File: config.mk
export PLATFORM = sky130hd
export DESIGN_NAME = led_stream_rx
export DESIGN_NICKNAME = d
export VERILOG_FILES = /design/src/rtl/led_stream_rx.sv
export SDC_FILE = /design/constraint.sdc
export NUM_CORES = 1
export LEC_CHECK = 0
export BUFFER_PORTS_ARGS = -buffer_cell sky130_fd_sc_hd__buf_4
export CAP_MARGIN = 0
export CORE_MARGIN = 10
export CORE_UTILIZATION = 50
export CTS_CLUSTER_DIAMETER = 50
export DETAILED_ROUTE_END_ITERATION = 6
export GPL_TIMING_DRIVEN = 1
export PLACE_DENSITY = 0.7
export REMOVE_ABC_BUFFERS = 1
export SLEW_MARGIN = 20
export SYNTH_ARGS = -nofsm -noshare
export SYNTH_HDL_FRONTEND = slang
export SYNTH_SLANG_ARGS = --single-unit
File: constraint.sdc
create_clock -name CLK -period 5.5 [get_ports CLK]
set_input_delay 0.275 -clock CLK [delete_from_list [all_inputs] [get_ports CLK]]
set_output_delay 0.275 -clock CLK [all_outputs]
set_load 0.02 [all_outputs]
File: src/rtl/led_stream_rx.sv
`default_nettype none
// ============================================================================
// Module      : led_stream_rx
// Description : Receiver/decoder for the 3-wire front-panel LED shift stream
//               (LED_CLK, LED_OUT, LED_OE). Oversamples the stream on CLK,
//               reassembles each frame, then splits it into the 12-bit
//               trigger mask and the 4-bit JTAG mux select.
//
// Ports       : CLK          system clock (>= 8x LED_CLK rate)
//               RST          asynchronous active-high reset
//               LED_CLK      serial bit clock  (async to CLK)
//               LED_OUT      serial data       (async to CLK)
//               LED_OE       frame envelope    (async to CLK)
//               DATA_OUT     last good raw frame, first bit received = MSB
//               TRG_MASK_OUT de-interleaved trigger mask
//               JTAG_MUX_OUT decoded mux select (15 = all / illegal)
//               VALID        one-cycle pulse, good frame latched
//               FRAME_ERR    one-cycle pulse, short/long/aborted frame
//               MUX_ERR      level, last good frame held an illegal mux code
//
// Revision    : 1.0 - initial release
// ============================================================================
module led_stream_rx #(
    parameter int FRAME_BITS = 24,   // de-interleave mapping assumes 24
    parameter int TIMEOUT    = 1023
) (
    input  logic        CLK,
    input  logic        RST,
    input  logic        LED_CLK,
    input  logic        LED_OUT,
    input  logic        LED_OE,
    output logic [23:0] DATA_OUT,
    output logic [11:0] TRG_MASK_OUT,
    output logic [3:0]  JTAG_MUX_OUT,
    output logic        VALID,
    output logic        FRAME_ERR,
    output logic        MUX_ERR
);

    localparam int c_CNT_W = $clog2(FRAME_BITS + 2);
    localparam int c_TO_W  = $clog2(TIMEOUT + 1);

    typedef enum logic [1:0] {
        S_IDLE  = 2'd0,
        S_SHIFT = 2'd1,
        S_CHECK = 2'd2
    } state_t;

    // ------------------------------------------------------------------------
    // Input synchronisers: meta -> sync -> history for each line
    // ------------------------------------------------------------------------
    logic r_clk_meta, r_clk_sync, r_clk_hist;
    logic r_oe_meta,  r_oe_sync,  r_oe_hist;
    logic r_out_meta, r_out_sync, r_out_hist;

    // Edge events are registered once more; r_out_hist lines up with them so
    // the data bit captured belongs to the same LED_CLK rising edge.
    logic r_clk_rise, r_oe_rise, r_oe_fall;

    always_ff @(posedge CLK or posedge RST) begin
        if (RST) begin
            r_clk_meta <= 1'b0;
            r_clk_sync <= 1'b0;
            r_clk_hist <= 1'b0;
            r_oe_meta  <= 1'b0;
            r_oe_sync  <= 1'b0;
            r_oe_hist  <= 1'b0;
            r_out_meta <= 1'b0;
            r_out_sync <= 1'b0;
            r_out_hist <= 1'b0;
            r_clk_rise <= 1'b0;
            r_oe_rise  <= 1'b0;
            r_oe_fall  <= 1'b0;
        end else begin
            r_clk_meta <= LED_CLK;
            r_clk_sync <= r_clk_meta;
            r_clk_hist <= r_clk_sync;
            r_oe_meta  <= LED_OE;
            r_oe_sync  <= r_oe_meta;
            r_oe_hist  <= r_oe_sync;
            r_out_meta <= LED_OUT;
            r_out_sync <= r_out_meta;
            r_out_hist <= r_out_sync;
            r_clk_rise <= r_clk_sync & ~r_clk_hist;
            r_oe_rise  <= r_oe_sync & ~r_oe_hist;
            r_oe_fall  <= ~r_oe_sync & r_oe_hist;
        end
    end

    // ------------------------------------------------------------------------
    // Frame state
    // ------------------------------------------------------------------------
    state_t               r_state;
    logic [23:0]          r_shift;
    logic [c_CNT_W-1:0]   r_bit_cnt;
    logic [c_TO_W-1:0]    r_to_cnt;
    logic [23:0]          r_data;
    logic [11:0]          r_trg;
    logic [3:0]           r_sel;
    logic                 r_valid;
    logic                 r_ferr;
    logic                 r_muxerr;

    state_t               w_state_nxt;
    logic [23:0]          w_shift_nxt;
    logic [c_CNT_W-1:0]   w_cnt_nxt;
    logic [c_TO_W-1:0]    w_to_nxt;
    logic [23:0]          w_data_nxt;
    logic [11:0]          w_trg_nxt;
    logic [3:0]           w_sel_nxt;
    logic                 w_valid_nxt;
    logic                 w_ferr_nxt;
    logic                 w_muxerr_nxt;

    // ------------------------------------------------------------------------
    // De-interleave: each byte of the frame carries four (trigger, mux) pairs,
    // trigger bit first, lowest index in the most significant pair.
    // ------------------------------------------------------------------------
    logic [11:0] w_trg;
    logic [11:0] w_mux;

    genvar g, k;
    generate
        for (g = 0; g < 3; g++) begin : g_grp
            for (k = 0; k < 4; k++) begin : g_pos
                assign w_trg[4*g+k] = r_shift[8*g+7-2*k];
                assign w_mux[4*g+k] = r_shift[8*g+6-2*k];
            end
        end
    endgenerate

    // ------------------------------------------------------------------------
    // Mux decode: one-hot -> index, all-ones -> 15 (broadcast), else illegal
    // ------------------------------------------------------------------------
    logic [3:0] w_ones;
    logic [3:0] w_sel;
    logic       w_mux_err;

    always_comb begin
        w_ones    = 4'd0;
        w_sel     = 4'd15;
        w_mux_err = 1'b1;
        for (int n = 0; n < 12; n++) begin
            w_ones = w_ones + {3'b000, w_mux[n]};
        end
        if (w_mux == 12'hFFF) begin
            w_mux_err = 1'b0;
        end else if (w_ones == 4'd1) begin
            w_mux_err = 1'b0;
            for (int n = 0; n < 12; n++) begin
                if (w_mux[n]) begin
                    w_sel = 4'(n);
                end
            end
        end
    end

    // ------------------------------------------------------------------------
    // State register
    // ------------------------------------------------------------------------
    always_ff @(posedge CLK or posedge RST) begin
        if (RST) begin
            r_state   <= S_IDLE;
            r_shift   <= 24'd0;
            r_bit_cnt <= '0;
            r_to_cnt  <= '0;
            r_data    <= 24'd0;
            r_trg     <= 12'd0;
            r_sel     <= 4'd0;
            r_valid   <= 1'b0;
            r_ferr    <= 1'b0;
            r_muxerr  <= 1'b0;
        end else begin
            r_state   <= w_state_nxt;
            r_shift   <= w_shift_nxt;
            r_bit_cnt <= w_cnt_nxt;
            r_to_cnt  <= w_to_nxt;
            r_data    <= w_data_nxt;
            r_trg     <= w_trg_nxt;
            r_sel     <= w_sel_nxt;
            r_valid   <= w_valid_nxt;
            r_ferr    <= w_ferr_nxt;
            r_muxerr  <= w_muxerr_nxt;
        end
    end

    // ------------------------------------------------------------------------
    // Next-state / datapath logic
    // ------------------------------------------------------------------------
    always_comb begin
        w_state_nxt  = r_state;
        w_shift_nxt  = r_shift;
        w_cnt_nxt    = r_bit_cnt;
        w_to_nxt     = r_to_cnt;
        w_data_nxt   = r_data;
        w_trg_nxt    = r_trg;
        w_sel_nxt    = r_sel;
        w_muxerr_nxt = r_muxerr;
        w_valid_nxt  = 1'b0;
        w_ferr_nxt   = 1'b0;

        case (r_state)
            S_IDLE: begin
                if (r_oe_rise) begin
                    w_shift_nxt = 24'd0;
                    w_cnt_nxt   = '0;
                    w_to_nxt    = '0;
                    w_state_nxt = S_SHIFT;
                end
            end

            S_SHIFT: begin
                // A bit edge coincident with the envelope closing is kept.
                if (r_clk_rise) begin
                    w_shift_nxt = {r_shift[22:0], r_out_hist};
                    w_to_nxt    = '0;
                    if (r_bit_cnt != c_CNT_W'(FRAME_BITS + 1)) begin
                        w_cnt_nxt = r_bit_cnt + c_CNT_W'(1);
                    end
                end
                if (r_oe_fall) begin
                    w_state_nxt = S_CHECK;
                end else if (!r_clk_rise) begin
                    if (r_to_cnt == c_TO_W'(TIMEOUT)) begin
                        w_ferr_nxt  = 1'b1;
                        w_state_nxt = S_IDLE;
                    end else begin
                        w_to_nxt = r_to_cnt + c_TO_W'(1);
                    end
                end
            end

            S_CHECK: begin
                if (r_bit_cnt == c_CNT_W'(FRAME_BITS)) begin
                    w_data_nxt   = r_shift;
                    w_trg_nxt    = w_trg;
                    w_sel_nxt    = w_sel;
                    w_muxerr_nxt = w_mux_err;
                    w_valid_nxt  = 1'b1;
                end else begin
                    w_ferr_nxt = 1'b1;
                end
                // Envelope reopening while the old frame is being judged
                // starts the new frame immediately rather than dropping it.
                if (r_oe_rise) begin
                    w_shift_nxt = 24'd0;
                    w_cnt_nxt   = '0;
                    w_to_nxt    = '0;
                    w_state_nxt = S_SHIFT;
                end else begin
                    w_state_nxt = S_IDLE;
                end
            end

            default: begin
                w_state_nxt = S_IDLE;
            end
        endcase
    end

    assign DATA_OUT     = r_data;
    assign TRG_MASK_OUT = r_trg;
    assign JTAG_MUX_OUT = r_sel;
    assign VALID        = r_valid;
    assign FRAME_ERR    = r_ferr;
    assign MUX_ERR      = r_muxerr;

endmodule
`default_nettype wire

After elaboration in Yosys (flattened, before gate mapping)
Cells that the tools add are included.
{ "totals": {"ff_bits": 96, "input_bits": 5, "output_inout_bits": 43, "elab_cells": 104} }
{ "op_classes": {"n_addsub": 13, "n_eq_ne": 13, "mux": 42, "bitwise_logic": 6, "reduce_logical": 8} }
{ "ops": {"columns": ["cell", "count"], "rows": [
  ["4-bit two-way mux", 14],
  ["10-bit two-way mux", 5],
  ["24-bit two-way mux", 2],
  ["24-bit case mux with 2 select lines", 1],
  ["4-bit by 1-bit adder with 4-bit output", 8],
  ["10-bit case mux with 2 select lines", 1],
  ["5-bit two-way mux", 3],
  ["12-bit equality test (second input constant)", 1],
  ["10-bit by 1-bit adder with 10-bit output (second input constant)", 1],
  ["10-bit equality test (second input constant)", 1],
  ["5-bit case mux with 2 select lines", 1],
  ["1-bit two-way mux", 9],
  ["2-bit two-way mux", 4],
  ["2-bit != test (second input constant)", 3],
  ["3-bit != test (second input constant)", 2],
  ["2-bit case mux with 3 select lines", 1],
  ["3-bit AND reduction", 2],
  ["5-bit by 1-bit adder with 5-bit output (second input constant)", 1],
  ["5-bit equality test (second input constant)", 1],
  ["5-bit != test (second input constant)", 1],
  ["3-bit by 1-bit adder with 4-bit output", 1],
  ["4-bit by 1-bit equality test with 1-bit output (second input constant)", 1],
  ["2-bit AND reduction", 2],
  ["4-bit AND reduction", 1],
  ["other kinds (11)", 15]
]} }

Longest topological paths before layout
Gate-level depths: netlist (run 1).
{ "depth": {"word_depth": 14, "mapped_depth": 13, "mapped_depth_nobuf": 13} }

Worst setup path after synthesis (run 1)
OpenSTA, ideal clock, no wires.
{ "synth_timing": {"path_type": "register -> register", "startpoint": "register r_shift[0]", "endpoint": "register r_sel[2], in the netlist JTAG_MUX_OUT[2]", "setup_time_ps": 137, "t_arrival_ps": 3646, "required_time_ps": 5363, "path_slack_ps": 1717, "path_stages_with_launch": 14, "path_buffers": 0, "synth_period_minus_slack_ps": 3783, "cell_sequence": "dfrtp_1 > fa_1 > fa_1 > inv_1 > fa_1 > fa_1 > inv_1 > ha_1 > inv_1 > fa_1 > nor3b_1 > a21oi_1 > nor3_1 > a31oi_1"} }
{ "synth_via": {"elab_chain_cells": 12, "elab_cells_between_ends": 22, "cone_classes": "add/sub (9); eq/ne (2); mux (11)"} }
{ "synth_lines": {"columns": ["item", "line_no", "source"], "rows": [
  ["start: declaration", "94", "logic [23:0] r_shift;"],
  ["start signal: assignment", "175", "r_shift <= w_shift_nxt;"],
  ["3-bit by 1-bit adder with 4-bit output", "144", "w_ones = w_ones + {3'b000, w_mux[n]};"],
  ["4-bit by 1-bit adder with 4-bit output (8 in a row)", "144", null],
  ["4-bit by 1-bit equality test with 1-bit output", "148", "end else if (w_ones == 4'd1) begin"],
  ["4-bit two-way mux", "148", null],
  ["4-bit two-way mux *", "146", "if (w_mux == 12'hFFF) begin"],
  ["end signal: assignment", "180", "r_sel <= w_sel_nxt;"],
  ["end: declaration", "99", "logic [3:0] r_sel;"]
]} }
Mark *: on every way between the ends. The rest lies on a longest branch, timed or not.
A chain may end at the register's enable or synchronous reset.

Worst setup path in the final report (run 1)
Ends and elaborated chain as after synthesis.

==> Implementation_results.wiki, run 1 <==
{| class="wikitable"
! Metric !! Value
|-
| Dominant combinational cell family by area after synthesis || simple AND/OR/NAND/NOR gates
|-
| Setup TNS after final layout || 0 ns
|-
| Last weighted congestion value of the routability-driven placer || 0.845
|-
| Via total after detailed routing || 3092
|-
| Sequential cell fraction of total power || 46.3%
|-
| Routed vias/inst || 5.43
|-
| Commonest cells post-synth || sky130_fd_sc_hd__nand2_1, sky130_fd_sc_hd__dfrtp_1, sky130_fd_sc_hd__o21ai_0
|-
| R2R depth || 13
|-
| Remaining antenna violation count after routing || 0
|-
| Standby leakage power || 0.00227 µW
|-
| Final net count || 488
|-
| Routed wire length || 8760 µm
|-
| Initial antenna violation count || 0
|-
| Pin count of the biggest net entering global routing || 85
|-
| Hold path depth || 1
|-
| Residual overflow from global routing || 0
|-
| Outcome || finished, final reports clean
|-
| Ant diodes || 0
|-
| Post-cts resize count || 0
|-
| DR iter-0 viols || 201
|-
| Worst hold slack after final layout || 0.0299 ns
|-
| Reg-to-reg startpoint || r_shift[0]$_DFFE_PP0P_
|-
| Floorplan die width || 111 µm
|-
| Total number of placement rows || 32
|-
| Number of port buffers || 47
|-
| Clock tree from TritonCTS || built
|-
| Post-synth top area cell || sky130_fd_sc_hd__dfrtp_1
|-
| Parity-gate share of the synthesized area counting xor and xnor cells || 0%
|-
| Share of layout cells above drive strength 1 || 16.3%
|-
| Worst Skew || 0.0131 ns
|-
| Maximum resistive drop on vdd || 0.000183 V
|-
| Clock period minus worst slack || 4.11 ns
|-
| Via count of the first global-routing pass || 3001
|-
| Area share of fa/ha/maj cells after synthesis || 7.70%
|-
| Area inside the core boundary || 7850 µm²
|-
| Post-synth cell types || 54
|-
| Slew Viols, Final || 0
|-
| Multiplexer fraction of the synthesized cell area || 0.489%
|-
| Number of synthesized flops with an enable pin || 0
|-
| Top post-synthesis cells by area || sky130_fd_sc_hd__dfrtp_1, sky130_fd_sc_hd__nand2_1, sky130_fd_sc_hd__ha_1, sky130_fd_sc_hd__fa_1, sky130_fd_sc_hd__o21ai_0
|-
| Proportion of synthesized flip-flops having asynchronous set or reset || 100%
|-
| Reported max-cap violation count || 0
|-
| Critical Path AT || 4.32 ns
|-
| Internal Pwr Total || 980 µW
|-
| Hold-fix buffers, CTS || 0
|-
| Area of the die || 12200 µm²
|-
| Share of total power in the clock network || 30.0%
|-
| Highest clock rate || 0.243 GHz
|-
| Number of CTS-inserted buffers || 9
|-
| Area fraction in compound gates after synthesis || 12.2%
|-
| Starting Density || 52.2%
|-
| Layer carrying the most global-route usage || met1
|-
| Clock input transition at the sequential cells of the worst setup and hold paths || 0.08 ns
|-
| Fraction of met2 tracks used by global routing || 20.9%
|-
| Reg2reg end || JTAG_MUX_OUT[2]$_DFFE_PP0P_
|-
| Combinational cell fraction of total power || 23.8%
|-
| Kind of path behind the tightest hold check || in -> reg
|-
| Slew Limit Headroom || 49.5%
|-
| Worst setup path category || reg -> reg
|-
| Setup violators final || 0
|-
| Post-CTS setup-driven buffer insertion count || 0
|-
| Wire length of the first global-routing pass || 15300 µm
|-
| Hold Startpoint || LED_OUT
|-
| Switching fraction of total power || 34.1%
|-
| Final Hold Violating Endpoints || 0
|-
| Total of flip-flops plus latches after synthesis || 84
|-
| Most numerous cell in the Yosys netlist || sky130_fd_sc_hd__nand2_1
|-
| Crit share post-route || 74.8%
|-
| Slew of the pin with the lowest slew margin || 0.758 ns
|-
| Area added between synthesis and finish || 13.4%
|-
| Switching power || 508 µW
|-
| Synth Instances || 428
|-
| R2R Setup Slk || 1.39 ns
|-
| Simple-gate area share of the yosys netlist || 22.0%
|-
| Launching element type of the critical path || flop
|-
| Remaining routing DRC violations || 0
|-
| Routed length per placed instance || 15.4 µm
|-
| First drt pass iteration count || 5
|-
| I/O pin count || 48
|-
| Met1 track demand over resource || 21.4%
|-
| Synthesized area || 4100 µm²
|-
| Deepest level of the CTS H-tree || 3
|-
| Unrepaired setup endpoints after global routing || false
|-
| Number of warnings issued by yosys || 0
|-
| Clock root buffer || sky130_fd_sc_hd__clkbuf_8
|-
| Detailed-placement wirelength estimate || 6160 µm
|-
| Sink Count || 84
|-
| Die span in y || 111 µm
|-
| Share of the yosys chip area belonging to registers || 51.3%
|-
| Required time worst endpoint || 5.70 ns
|-
| Primary flip-flop cell chosen by synthesis mapping || sky130_fd_sc_hd__dfrtp_1
|-
| Clk_lat worst skew || 0.35 ns
|-
| Fraction of synthesized cell area taken by the top area cell type || 51.3%
|-
| Maximum fanout encountered on the critical timing path || 8
|-
| Sort of element at the end of the critical path || flop
|-
| Worst hold endpoint || r_out_meta$_DFF_PP0_
|-
| Maximum root-to-sink buffer count || 2
|-
| Global routing usage on met3 || 2.70%
|-
| Cell Pwr Density || 320 nW/µm²
|-
| Post-Synthesis Mean Instance Area || 9.57 µm²
|-
| Overall track demand over capacity in global routing || 14.5%
|}
[per-layer routing]
layer	wire [µm]	share of wire [%]
met1	4430	51
met4	96	1.1
met5	0	0
met2	3860	44
met3	362	4.1
[metrics by stage]
step	power, µW	instances	utilization (%)	setup slack, ns	cell area [µm²]
6_report	1490	569	59.2	1.39	4640
5_1_grt	1580	569	59.2	1.21	4640
4_1_cts	1500	569	59.1	1.39	4640
3_5_place_dp	1050	553	56.6	1.41	4440
3_3_place_gp	1040	553	56.6	1.55	4440
2_1_floorplan	950	401	-	1.71	3930
[cell usage in the layout (no fill, tap or decap), drive strengths merged, types with 7 or more instances in the layout]
cell type and count:
o21ai 29, nand3 8, clkbuf 12, inv 25, ha 14, buf 50, nand4 7, nor2 17
fa 7, dfrtp 84, nor2b 7, a31oi 9, o31ai 10, nand2 120
[layout make-up]
class / instances / area, µm²
multi-input combinational: 291 / 1730
tap: 102 / 128
inverter: 26 / 98.8
timing repair buffer: 50 / 379
clock inverter: 4 / 47.5
fill: 712 / 3200
clock buffer: 12 / 155
sequential: 84 / 2100
[power by group through the flow]
stage / logic, µW / registers (µW) / clock network [µW]
CTS: 352 / 688 / 454
floorplan: 261 / 688 / 0
global route: 404 / 696 / 478
global placement: 347 / 696 / 0
detailed placement: 351 / 701 / 0
finish: 354 / 688 / 446
[worst max-delay path: stages (launching register included)]
cell and delay [ns]:
sky130_fd_sc_hd__dfrtp_1 0.48, sky130_fd_sc_hd__fa_1 0.54, sky130_fd_sc_hd__fa_1 0.53, sky130_fd_sc_hd__inv_1 0.05, sky130_fd_sc_hd__fa_1 0.49, sky130_fd_sc_hd__fa_1 0.41
sky130_fd_sc_hd__inv_1 0.07, sky130_fd_sc_hd__ha_1 0.16, sky130_fd_sc_hd__inv_1 0.06, sky130_fd_sc_hd__fa_1 0.38, sky130_fd_sc_hd__nor3b_1 0.22, sky130_fd_sc_hd__a21oi_1 0.12
sky130_fd_sc_hd__nor3_1 0.32, sky130_fd_sc_hd__a31oi_1 0.13
[worst max path at each step]
| stage | cells past startpoint | to | from | slack (ns) |
|---|---|---|---|---|
| finish | 13 | JTAG_MUX_OUT[2]$_DFFE_PP0P_ | r_shift[0]$_DFFE_PP0P_ | 1.39 |
| detailed placement | 13 | JTAG_MUX_OUT[2]$_DFFE_PP0P_ | r_shift[0]$_DFFE_PP0P_ | 1.41 |
| floorplan | 13 | JTAG_MUX_OUT[2]$_DFFE_PP0P_ | r_shift[0]$_DFFE_PP0P_ | 1.71 |
| global route | 13 | JTAG_MUX_OUT[1]$_DFFE_PP0P_ | r_shift[0]$_DFFE_PP0P_ | 1.21 |
| global placement | 13 | JTAG_MUX_OUT[3]$_DFFE_PP0P_ | r_shift[0]$_DFFE_PP0P_ | 1.55 |
| CTS | 13 | JTAG_MUX_OUT[2]$_DFFE_PP0P_ | r_shift[0]$_DFFE_PP0P_ | 1.39 |
[cells by family (layout without fill, tap and decap cells)]
| kind of cell | after synthesis | count (layout) |
|---|---|---|
| muxes | 2 | 2 |
| DFF | 84 | 84 |
| and+or+nand+nor | 192 | 192 |
| adders and majority gates | 21 | 21 |
| AOI/OAI and AO/OA | 76 | 76 |
| buffers and inverters | 53 | 92 |
[state kept, by name, summed over array words and instances (netlist names), 2 cells and up]
| register | cells |
|---|---|
| r_bit_cnt | 5 |
| r_to_cnt | 10 |
| r_state | 2 |
| DATA_OUT | 23 |
| r_shift | 24 |
| JTAG_MUX_OUT | 4 |
Note: power is estimated with default switching activity, not from simulation.
==> run 2: changes to the inputs <==
--- a/config.mk
+++ b/config.mk
@@ -12,7 +12,7 @@
 export CTS_CLUSTER_DIAMETER = 50
 export DETAILED_ROUTE_END_ITERATION = 6
 export GPL_TIMING_DRIVEN = 1
-export PLACE_DENSITY = 0.7
+export PLACE_DENSITY = 0.73
 export REMOVE_ABC_BUFFERS = 1
 export SLEW_MARGIN = 20
 export SYNTH_ARGS = -nofsm -noshare
==> constraint.sdc (replaced) <==
create_clock -name CLK -period 3.4 [get_ports CLK]
set_input_delay 0.17 -clock CLK [delete_from_list [all_inputs] [get_ports CLK]]
set_output_delay 0.17 -clock CLK [all_outputs]
set_load 0.02 [all_outputs]
==> run 2 against run 1 <==
  * The flow now finishes with violations (setup timing)
  * Highest routed layer is now met5
  * Wire length grew 7.2%
  * Largest power group unchanged
  * Sequential share of layout area shrank 2.0 points
  * Critical path depth grew 1
  * Worst setup slack lost 1.9 ns
  * Clock power grew 86%
  * Flip-flop and latch count is the same
  * Cell count grew 2.8%
  * Die area is the same
  * Register-to-register slack lost 1.9 ns
  * Total power grew 74%
  * Combinational power grew 84%
  * Critical endpoint is now MUX_ERR$_DFFE_PP0P_
==> Implementation_results.wiki, run 2 (synthesis results as in run 1) <==
{| class="wikitable"
! Metric !! Value
|-
| Total number of placement rows || 32 (unchanged)
|-
| Detailed-placement wirelength estimate || 6390 µm (+3.7%)
|-
| Clk_lat worst skew || 0.36 ns (about the same)
|-
| Most flops, register || r_shift
|-
| Worst setup path category || reg -> reg
|-
| Ant diodes || 0 (unchanged)
|-
| Multi-input gate area in the final layout || 1790 µm² (+3.2%)
|-
| Unrepaired setup endpoints after global routing || true
|-
| Area added between synthesis and finish || 18.6%
|-
| Slew Limit Headroom || 41.8% (-7.7 points)
|-
| Sort of element at the end of the critical path || flop
|-
| Slew of the pin with the lowest slew margin || 0.869 ns (+0.111 ns)
|-
| Number of port buffers || 47 (unchanged)
|-
| Slew Viols, Final || 0 (unchanged)
|-
| Sink Count || 84 (unchanged)
|-
| Final net count || 504 (+3.3%)
|-
| Clock period minus worst slack || 3.93 ns (-0.186 ns)
|-
| I/O pin count || 48 (unchanged)
|-
| CP max stage delay || 0.52 ns (-0.02 ns)
|-
| Die span in y || 111 µm (unchanged)
|-
| Cell-by-cell listing of the critical path || fa_1 > fa_1 > inv_1 > fa_1 > fa_1 > inv_1 > ha_2 > inv_2 > fa_2 > nand3b_1 > buf_4 > nor2_4 > buf_4 > o31ai_4
|-
| Number of flip-flops in the largest register || 24 (unchanged)
|-
| Clock root buffer || sky130_fd_sc_hd__clkbuf_8
|-
| Pre-CTS setup slack || -0.658 ns (-2.06 ns)
|-
| DR iter-0 viols || 248 (+23%)
|-
| Standby leakage power || 0.00238 µW (+4.8%)
|-
| Maximum root-to-sink buffer count || 2 (unchanged)
|-
| Most Frequent Cell on Critical Path || sky130_fd_sc_hd__fa_1
|-
| Sequential cell area in the final layout || 2100 µm² (unchanged)
|-
| Starting Density || 52.2% (unchanged)
|-
| First drt pass iteration count || 4 (-1)
|-
| Final Hold Violating Endpoints || 0 (unchanged)
|-
| Most common cell after layout, fill and taps aside || sky130_fd_sc_hd__nand2_1
|-
| Remaining antenna violation count after routing || 0 (unchanged)
|-
| Deepest level of the CTS H-tree || 3 (unchanged)
|-
| Initial antenna violation count || 1 (+1)
|-
| Routed vias/inst || 5.52 (+1.6%)
|-
| Crit share post-route || 115% (+41 points)
|-
| R2R depth || 14 (+1)
|-
| Clock tree from TritonCTS || built
|-
| Cell Pwr Density || 532 nW/µm² (+66%)
|-
| Wire length of the first global-routing pass || 16100 µm (+5.1%)
|-
| Floorplan die width || 111 µm (unchanged)
|-
| Area of the die || 12200 µm² (unchanged)
|-
| Highest-count cells in the layout ignoring fill and taps || sky130_fd_sc_hd__nand2_1, sky130_fd_sc_hd__dfrtp_1, sky130_fd_sc_hd__buf_4, sky130_fd_sc_hd__o21ai_0, sky130_fd_sc_hd__inv_1
|-
| Filler cell count || 679 (-4.6%)
|-
| Residual overflow from global routing || 0 (unchanged)
|-
| Routed wire length || 9380 µm (+7.2%)
|-
| Routed length per placed instance || 16.0 µm (+4.3%)
|-
| Via total after detailed routing || 3229 (+4.4%)
|-
| Launching element type of the critical path || flop
|-
| Hold path depth || 0 (-1)
|-
| Reported max-cap violation count || 0 (unchanged)
|-
| Clock input transition at the sequential cells of the worst setup and hold paths || 0.10 ns (+0.02 ns)
|-
| Failing checks || setup timing
|-
| Required time worst endpoint || 3.63 ns (-2.07 ns)
|-
| Critical Path AT || 4.15 ns (-0.17 ns)
|-
| Maximum fanout encountered on the critical timing path || 2 (-6)
|-
| Non-filler instance count after layout || 585 (+2.8%)
|-
| Pwr Total || 2590 µW (+74%)
|-
| Worst Skew || 0.0185 ns (+0.00535 ns)
|-
| CP max-delay cell || sky130_fd_sc_hd__fa_2
|-
| Maximum resistive drop on vdd || 0.000253 V (+38%)
|-
| Outcome || complete, but fails checks
|-
| Area inside the core boundary || 7850 µm² (unchanged)
|-
| Setup violators final || 5 (+5)
|-
| Number of cells after detailed placement || 563 (+1.8%)
|-
| Overall track demand over capacity in global routing || 15.3% (+0.76 points)
|-
| Remaining routing DRC violations || 0 (unchanged)
|-
| Number of CTS-inserted buffers || 9 (unchanged)
|-
| PnR worst setup slack || -0.526 ns (-1.91 ns)
|-
| Pin count of the biggest net entering global routing || 48 (-44%)
|-
| Via count of the first global-routing pass || 3242 (+8.0%)
|-
| Kind of path behind the tightest hold check || reg -> reg
|-
| Share of layout cells above drive strength 1 || 20.5% (+4.2 points)
|-
| Last weighted congestion value of the routability-driven placer || 0.902 (+6.8%)
|-
| Highest clock rate || 0.255 GHz (+4.7%)
|}
==> run 2: critical path: cells and delay by family (launching register included) <==
| kind | cells | cell delay (ns) |
|---|---|---|
| AO/OA/AOI/OAI | 1 | 0.05 |
| AND/OR/NAND/NOR | 2 | 0.22 |
| adder cells (fa/ha/maj) | 6 | 2.63 |
| buffers and inverters | 5 | 0.48 |
| flip-flops | 1 | 0.42 |
==> run 2: repair_timing <==
action | 4_1_cts | 5_1_grt
hold buffers | 4 | 0
hold endpoints to repair | 48 | 0
pin swaps | 6 | 4
buffers inserted | 1 | 1
resized for setup | 9 | 4
setup endpoints to repair | 5 | 5
==> run 2: per-layer routing <==
metal / wire length, µm / share of wire (%) / global-route usage [%]
met5: 11 / 0.12 / 0
met2: 4350 / 46 / 22.8
met3: 485 / 5.2 / 3.40
met4: 148 / 1.6 / 5.35
met1: 4390 / 47 / 21.3
==> run 2: path summary, 6_finish.rpt <==
check / start / end / slack, ns
worst max-delay path: r_shift[2]$_DFFE_PP0P_ / MUX_ERR$_DFFE_PP0P_ / -0.53
worst min-delay path: r_out_meta$_DFF_PP0_ / r_out_sync$_DFF_PP0_ / 0.34
worst max register to register: r_shift[2]$_DFFE_PP0P_ / MUX_ERR$_DFFE_PP0P_ / -0.53
worst min register to register: r_out_meta$_DFF_PP0_ / r_out_sync$_DFF_PP0_ / 0.34
max in group asynchronous: RST / DATA_OUT[8]$_DFFE_PP0P_ / 2.13
min in group asynchronous: RST / DATA_OUT[1]$_DFFE_PP0P_ / 0.49
==> run 2: final cells by class <==
cell class	count	area share, %
Clock buffer	10	2.83
Timing Repair Buffer	66	10.4
Multi-Input combinational cell	291	36.8
Clock inverter	6	1.96
Inverter	26	2.04
Tap cell	102	2.63
Sequential cell	84	43.3
==> run 2: where the power goes <==
part,leakage [µW],internal (µW),switching (µW)
clock,0.000117,442,387
combinational,0.00112,202,451
sequential,0.00115,1040,61.8
total,0.00238,1680,901
==> run 2: metrics by stage <==
step | TNS, ns | hold slack [ns] | util (%) | instance area [µm²]
2_1_floorplan | -1.66 | 0.201 | - | 3930
3_3_place_gp | -2.11 | 0.279 | 57.5 | 4510
3_5_place_dp | -3.00 | 0.281 | 57.5 | 4510
4_1_cts | -2.32 | 0.348 | 61.5 | 4830
5_1_grt | -3.19 | 0.370 | 61.9 | 4860
6_report | -2.48 | 0.344 | 61.9 | 4860
